===== config.mk =====
export PLATFORM = sky130hd
export DESIGN_NAME = spi_master
export DESIGN_NICKNAME = d
export VERILOG_FILES = /design/src/rtl/spi_pkg.sv /design/src/rtl/spi_sclk_gen.sv /design/src/rtl/spi_master.sv
export SDC_FILE = /design/constraint.sdc
export NUM_CORES = 1
export LEC_CHECK = 0
export ABC_CLOCK_PERIOD_IN_PS = 2200
export CAP_MARGIN = 20
export CORE_UTILIZATION = 35
export DETAILED_ROUTE_END_ITERATION = 7
export PLACE_DENSITY_LB_ADDON = 0.2
export REMOVE_ABC_BUFFERS = 1
export SETUP_SLACK_MARGIN = 0.1
export SYNTH_ARGS = -nofsm -noshare
export SYNTH_HDL_FRONTEND = slang
export SYNTH_HIERARCHICAL = 1
export SYNTH_SLANG_ARGS = --single-unit
export TNS_END_PERCENT = 1

===== constraint.sdc =====
create_clock -name clk -period 2.2 [get_ports clk]
set_input_delay 0.66 -clock clk [delete_from_list [all_inputs] [get_ports clk]]
set_output_delay 0.66 -clock clk [all_outputs]
set_load 0.05 [all_outputs]

===== src/rtl/spi_pkg.sv =====
//==============================================================================
// Module   : spi_pkg
// Brief    : Shared types and constants for the SPI memory-link initiator.
// Revision : 1.0 - initial release
//==============================================================================
`default_nettype none

package spi_pkg;

    localparam int ADDR_W     = 7;
    localparam int DATA_W     = 8;
    localparam int FRAME_BITS = 16;

    localparam logic RW_READ = 1'b1;

    typedef enum logic [2:0] {
        ST_IDLE  = 3'd0,
        ST_SETUP = 3'd1,
        ST_SHIFT = 3'd2,
        ST_HOLD  = 3'd3,
        ST_GUARD = 3'd4
    } spi_state_t;

    // Frame layout on the wire, MSB first: address, rw flag, data (zero on reads).
    function automatic logic [FRAME_BITS-1:0] build_frame(
        input logic              rw,
        input logic [ADDR_W-1:0] addr,
        input logic [DATA_W-1:0] wdata
    );
        return {addr, rw, (rw == RW_READ) ? {DATA_W{1'b0}} : wdata};
    endfunction

endpackage

`default_nettype wire


===== src/rtl/spi_sclk_gen.sv =====
//==============================================================================
// Module   : spi_sclk_gen
// Brief    : SCLK half-period counter emitting rise/fall/phase_end strobes.
// Revision : 1.0 - initial release
//==============================================================================
`default_nettype none

module spi_sclk_gen #(
    parameter int CLK_DIV = 4
) (
    input  logic clk,
    input  logic reset,
    input  logic en,
    output logic rise,
    output logic fall,
    output logic phase_end
);

    localparam int               c_cnt_w = (CLK_DIV > 1) ? $clog2(CLK_DIV) : 1;
    localparam logic [c_cnt_w-1:0] c_last = c_cnt_w'(CLK_DIV - 1);
    localparam logic [c_cnt_w-1:0] c_one  = c_cnt_w'(1);

    logic [c_cnt_w-1:0] r_cnt;
    logic               r_level;

    // r_level tracks the phase being timed: a low phase ends in a rise, a high phase in a fall.
    assign phase_end = en && (r_cnt == c_last);
    assign rise      = phase_end && !r_level;
    assign fall      = phase_end &&  r_level;

    always_ff @(posedge clk) begin
        if (reset || !en) begin
            r_cnt   <= '0;
            r_level <= 1'b0;
        end else if (phase_end) begin
            r_cnt   <= '0;
            r_level <= ~r_level;
        end else begin
            r_cnt   <= r_cnt + c_one;
        end
    end

endmodule

`default_nettype wire


===== src/rtl/spi_master.sv =====
//==============================================================================
// Module   : spi_master
// Brief    : SPI initiator framing single-cycle host requests for spiMemory.
// Revision : 1.0 - initial release
//==============================================================================
`default_nettype none

module spi_master
    import spi_pkg::*;
#(
    parameter int CLK_DIV = 4
) (
    input  logic              clk,
    input  logic              reset,
    input  logic              start,
    input  logic              rw,
    input  logic [ADDR_W-1:0] addr,
    input  logic [DATA_W-1:0] wdata,
    output logic              busy,
    output logic              done,
    output logic [DATA_W-1:0] rdata,
    output logic              sclk_pin,
    output logic              cs_pin,
    output logic              mosi_pin,
    input  logic              miso_pin
);

    localparam logic [3:0] c_last_bit  = 4'(FRAME_BITS - 1);
    localparam logic [3:0] c_first_dat = 4'(ADDR_W + 1);

    spi_state_t              r_state;
    logic [FRAME_BITS-1:0]   r_tx;
    logic [DATA_W-1:0]       r_rx;
    logic [DATA_W-1:0]       r_rdata;
    logic [3:0]              r_bit_cnt;
    logic                    r_rw;
    logic                    r_sclk;
    logic                    r_cs;
    logic                    r_done;

    logic w_en;
    logic w_rise;
    logic w_fall;
    logic w_phase_end;

    assign w_en = (r_state != ST_IDLE);

    spi_sclk_gen #(
        .CLK_DIV   (CLK_DIV)
    ) u_sclk_gen (
        .clk       (clk),
        .reset     (reset),
        .en        (w_en),
        .rise      (w_rise),
        .fall      (w_fall),
        .phase_end (w_phase_end)
    );

    always_ff @(posedge clk) begin
        if (reset) begin
            r_state   <= ST_IDLE;
            r_tx      <= '0;
            r_rx      <= '0;
            r_rdata   <= '0;
            r_bit_cnt <= '0;
            r_rw      <= 1'b0;
            r_sclk    <= 1'b0;
            r_cs      <= 1'b1;
            r_done    <= 1'b0;
        end else begin
            r_done <= 1'b0;
            case (r_state)
                ST_IDLE: begin
                    if (start) begin
                        r_state   <= ST_SETUP;
                        r_rw      <= rw;
                        r_tx      <= build_frame(rw, addr, wdata);
                        r_bit_cnt <= '0;
                        r_cs      <= 1'b0;
                    end
                end
                ST_SETUP: begin
                    if (w_rise) begin
                        r_state <= ST_SHIFT;
                        r_sclk  <= 1'b1;
                    end
                end
                ST_SHIFT: begin
                    // The tx register shifts in zeros, so mosi settles low once the frame is out.
                    if (w_fall) begin
                        r_sclk <= 1'b0;
                        r_tx   <= {r_tx[FRAME_BITS-2:0], 1'b0};
                        if (r_rw == RW_READ && r_bit_cnt >= c_first_dat) begin
                            r_rx <= {r_rx[DATA_W-2:0], miso_pin};
                        end
                    end else if (w_rise) begin
                        if (r_bit_cnt == c_last_bit) begin
                            r_state   <= ST_HOLD;
                            r_bit_cnt <= '0;
                        end else begin
                            r_bit_cnt <= r_bit_cnt + 4'd1;
                            r_sclk    <= 1'b1;
                        end
                    end
                end
                ST_HOLD: begin
                    if (w_phase_end) begin
                        r_state <= ST_GUARD;
                        r_cs    <= 1'b1;
                        r_done  <= 1'b1;
                        if (r_rw == RW_READ) begin
                            r_rdata <= r_rx;
                        end
                    end
                end
                ST_GUARD: begin
                    if (w_phase_end) begin
                        r_state <= ST_IDLE;
                    end
                end
                default: r_state <= ST_IDLE;
            endcase
        end
    end

    assign busy     = w_en;
    assign done     = r_done;
    assign rdata    = r_rdata;
    assign sclk_pin = r_sclk;
    assign cs_pin   = r_cs;
    assign mosi_pin = r_tx[FRAME_BITS-1];

endmodule

`default_nettype wire


==> impl_metrics.toml <==
[run_status]
status = "finished, final reports clean"

[logic_synthesis]
synth_top_area_frac = 0.460
ys_warn_count = 6
synth_commonest_cells = "dfxtp_1, nor2_1, mux2i_1"
async_flop_share = 0
synth.top_cells.by_area = "dfxtp_1, mux2i_1, nor2_1"
synth_largest_area_cell = "dfxtp_1"
synth_cell_types = 41
synth_cells = 212
yosys_most_used_dff = "dfxtp_1"
syn_area_per_cell_um2 = 9.45
ys_seq_elements = 46
synth_edf_count = 0
syn_area_um2 = 2000
yosysSeqAreaShare = 0.460
synth_most_common_cell = "dfxtp_1"

[detailed_routing]
routedWlPerCell_um = 11.8
via_count = 1585
drc = 0
vias_per_cell = 4.94
wirelength_um = 3780
firstDrtPassIters = 6
ant_nets = 0
first_iter_violations = 87

[critical_path]
rr_endpoint = "r_tx[0]"
critPathBufInv = 1
startpoint_type = "register"
critical_path.top_delay_family = "buffers and inverters"
worstSetupStartpoint = "rdata[2]"
ff2ff_path_depth = 6
end_kind = "primary output"
r2r_slack_ns = 0.27
worstPathRequired_ns = 1.54
cp_num_cells = 1
critPathMaxStageDelay_ns = 0.80
r2r-start = "u_sclk_gen/r_cnt[0]"
slowest_stage = "clkdlybuf4s50_1"
worstPathArrival_ns = 1.43
endpoint = "rdata[2]"
cp_max_fo = 2
path_class = "reg2out"
crit_chain = "clkdlybuf4s50_1"

[power_and_ir_drop]
powerDensity_nw_per_um2 = 656
swShare = 0.221
p_sw_uw = 374
pwr-share-comb = 0.106
seqPwrFrac = 0.519
ir_drop_uv = 364
intPower_uw = 1320
p_leak_uw = 0.000918
p_clk_frac = 0.375

[die]
die-area_um2 = 6030
die_w_um = 77.7
fp.coreArea_um2 = 5510
initial_core_util = 0.364
fp.dieH_um = 77.7
num_rows = 27
io_pins = 33

[global_routing]
grt_pass1_wl_um = 6770
grt.total_usage = 0.143
antenna_found_initial = 0
grt_overflow = 0
grt_max_degree = 47
grt_pass1_vias = 1466

[sta]
setup_tns_ns = 0
max_freq_mhz = 479
finalHoldViolCount = 0
period_needed_ns = 2.09
worst_pin_slew_ns = 0.534
finClkSkew_ns = 0.00417
slew_headroom = 0.643
setup_viol = 0
rsz0062_at_grt = "yes"
slew_violations = 0
fin_crit_sh = 0.949

[clock_network]
hold_buffers = 0
tritoncts = "yes"
insertion_delay_ns = 0.29
clk_pin_slew_ns = 0.08
cts_made_buffers = 5
htreeDepth = 2
cts.sinks = 46
cts_setup_buffers = 0
root_buffer = "clkbuf_8"
cts_buffer_depth = 2

[layout]
area_growth_pct = 28.6
drive_gt1_frac = 0.112
fin_util = 0.468
fin_nets = 272
antennaDiodeCount = 0
multiInputGateArea_um2 = 1010
fillCellCount = 544
seqCellArea_um2 = 921

[job]
drv_cap = 0

[placement]
hpwl_um = 2540
gp_congestion = 0.722
port_buffers = 32

[worst_hold_path]
hold_class = "reg2reg"
## cell type report
| class | count | share of cell area |
|---|---|---|
| Clock inverter | 1 | 0.0117 |
| Inverter | 3 | 0.00437 |
| Clock buffer | 6 | 0.0321 |
| Multi-Input combinational cell | 151 | 0.393 |
| Tap cell | 72 | 0.0350 |
| Sequential cell | 46 | 0.357 |
| Timing Repair Buffer | 42 | 0.167 |
## power groups by stage
| stage | Sequential, uW | Combinational (uW) | Clock, uW |
|---|---|---|---|
| 2_1_floorplan | 909 | 74.8 | 0 |
| 3_3_place_gp | 897 | 182 | 0 |
| 3_5_place_dp | 897 | 183 | 0 |
| 4_1_cts | 877 | 183 | 664 |
| 5_1_grt | 881 | 197 | 704 |
| 6_report | 877 | 180 | 634 |
## how the worst min path moves through the flow
stage / end / slack (ns) / start / cells past startpoint
after floorplan: u_sclk_gen/r_cnt[0] / 0.41 / u_sclk_gen/r_cnt[0] / 1
after global placement: u_sclk_gen/r_cnt[0] / 0.42 / u_sclk_gen/r_cnt[0] / 1
after detailed placement: u_sclk_gen/r_cnt[0] / 0.43 / u_sclk_gen/r_cnt[0] / 1
after CTS: u_sclk_gen/r_cnt[0] / 0.44 / u_sclk_gen/r_cnt[0] / 1
after global routing: u_sclk_gen/r_cnt[0] / 0.47 / u_sclk_gen/r_cnt[0] / 1
final: u_sclk_gen/r_cnt[0] / 0.44 / u_sclk_gen/r_cnt[0] / 1
## stage by stage
| step | total power [uW] | instances | area, um2 | setup slack [ns] | hold slack [ns] |
|---|---|---|---|---|---|
| after floorplan | 984 | 200 | 1940 | -0.516 | 0.408 |
| after global placement | 1080 | 314 | 2460 | -0.00362 | 0.419 |
| after detailed placement | 1080 | 314 | 2460 | 0.00303 | 0.433 |
| after CTS | 1720 | 321 | 2570 | 0.0920 | 0.445 |
| after global routing | 1780 | 321 | 2580 | 0.0468 | 0.466 |
| final | 1690 | 321 | 2580 | 0.113 | 0.436 |
## registers in the layout, summed over array words and instances, names as in the netlist
signal              flops
rdata                   8
r_state                 3
cs_pin                  1
r_rw                    1
r_rx                    8
u_sclk_gen/r_level      1
r_tx                   16
done                    1
u_sclk_gen/r_cnt        2
sclk_pin                1
r_bit_cnt               4
## cell families (layout without fill, tap and decap cells)
logic type / count (synthesis) / count (layout) / share of synthesized area
compound gates: 32 / 32 / 0.114
xor+xnor: 1 / 1 / 0.00437
fa+ha+maj: 3 / 3 / 0.0187
buf+inv: 15 / 52 / 0.0350
flops: 46 / 46 / 0.460
mux: 27 / 27 / 0.136
simple gates: 88 / 88 / 0.233
## layout by cell type, fill, tap and decap left out, types with 2 or more instances in the layout
cell type | Yosys | final
inv_1 | 3 | 3
nor2_1 | 41 | 41
nand2b_1 | 4 | 4
nand2_1 | 11 | 11
a221oi_1 | 7 | 7
buf_4 | 2 | 9
nand3_1 | 3 | 3
buf_12 | 0 | 3
dfxtp_1 | 46 | 46
clkbuf_8 | 0 | 6
or3_1 | 2 | 2
o21ai_0 | 3 | 3
a211oi_1 | 10 | 10
ha_1 | 3 | 3
nor3b_1 | 2 | 2
a21oi_1 | 6 | 6
mux2i_1 | 26 | 26
nand3b_1 | 2 | 2
nor3_1 | 9 | 9
clkdlybuf4s50_1 | 0 | 28
## what timing repair did
item	CTS	global route
gates resized for setup	1	1
setup endpoints to repair	9	10
hold endpoints to repair	0	0
## routing by layer
layer  part of all wire  vias up  track usage
met1               0.50      737        0.179
met2               0.45       16        0.223
met5                  0        -            0
li1                   -      828            -
met3              0.031        4       0.0494
met4              0.017        0       0.0566
Power figures use the tool's default switching activity.
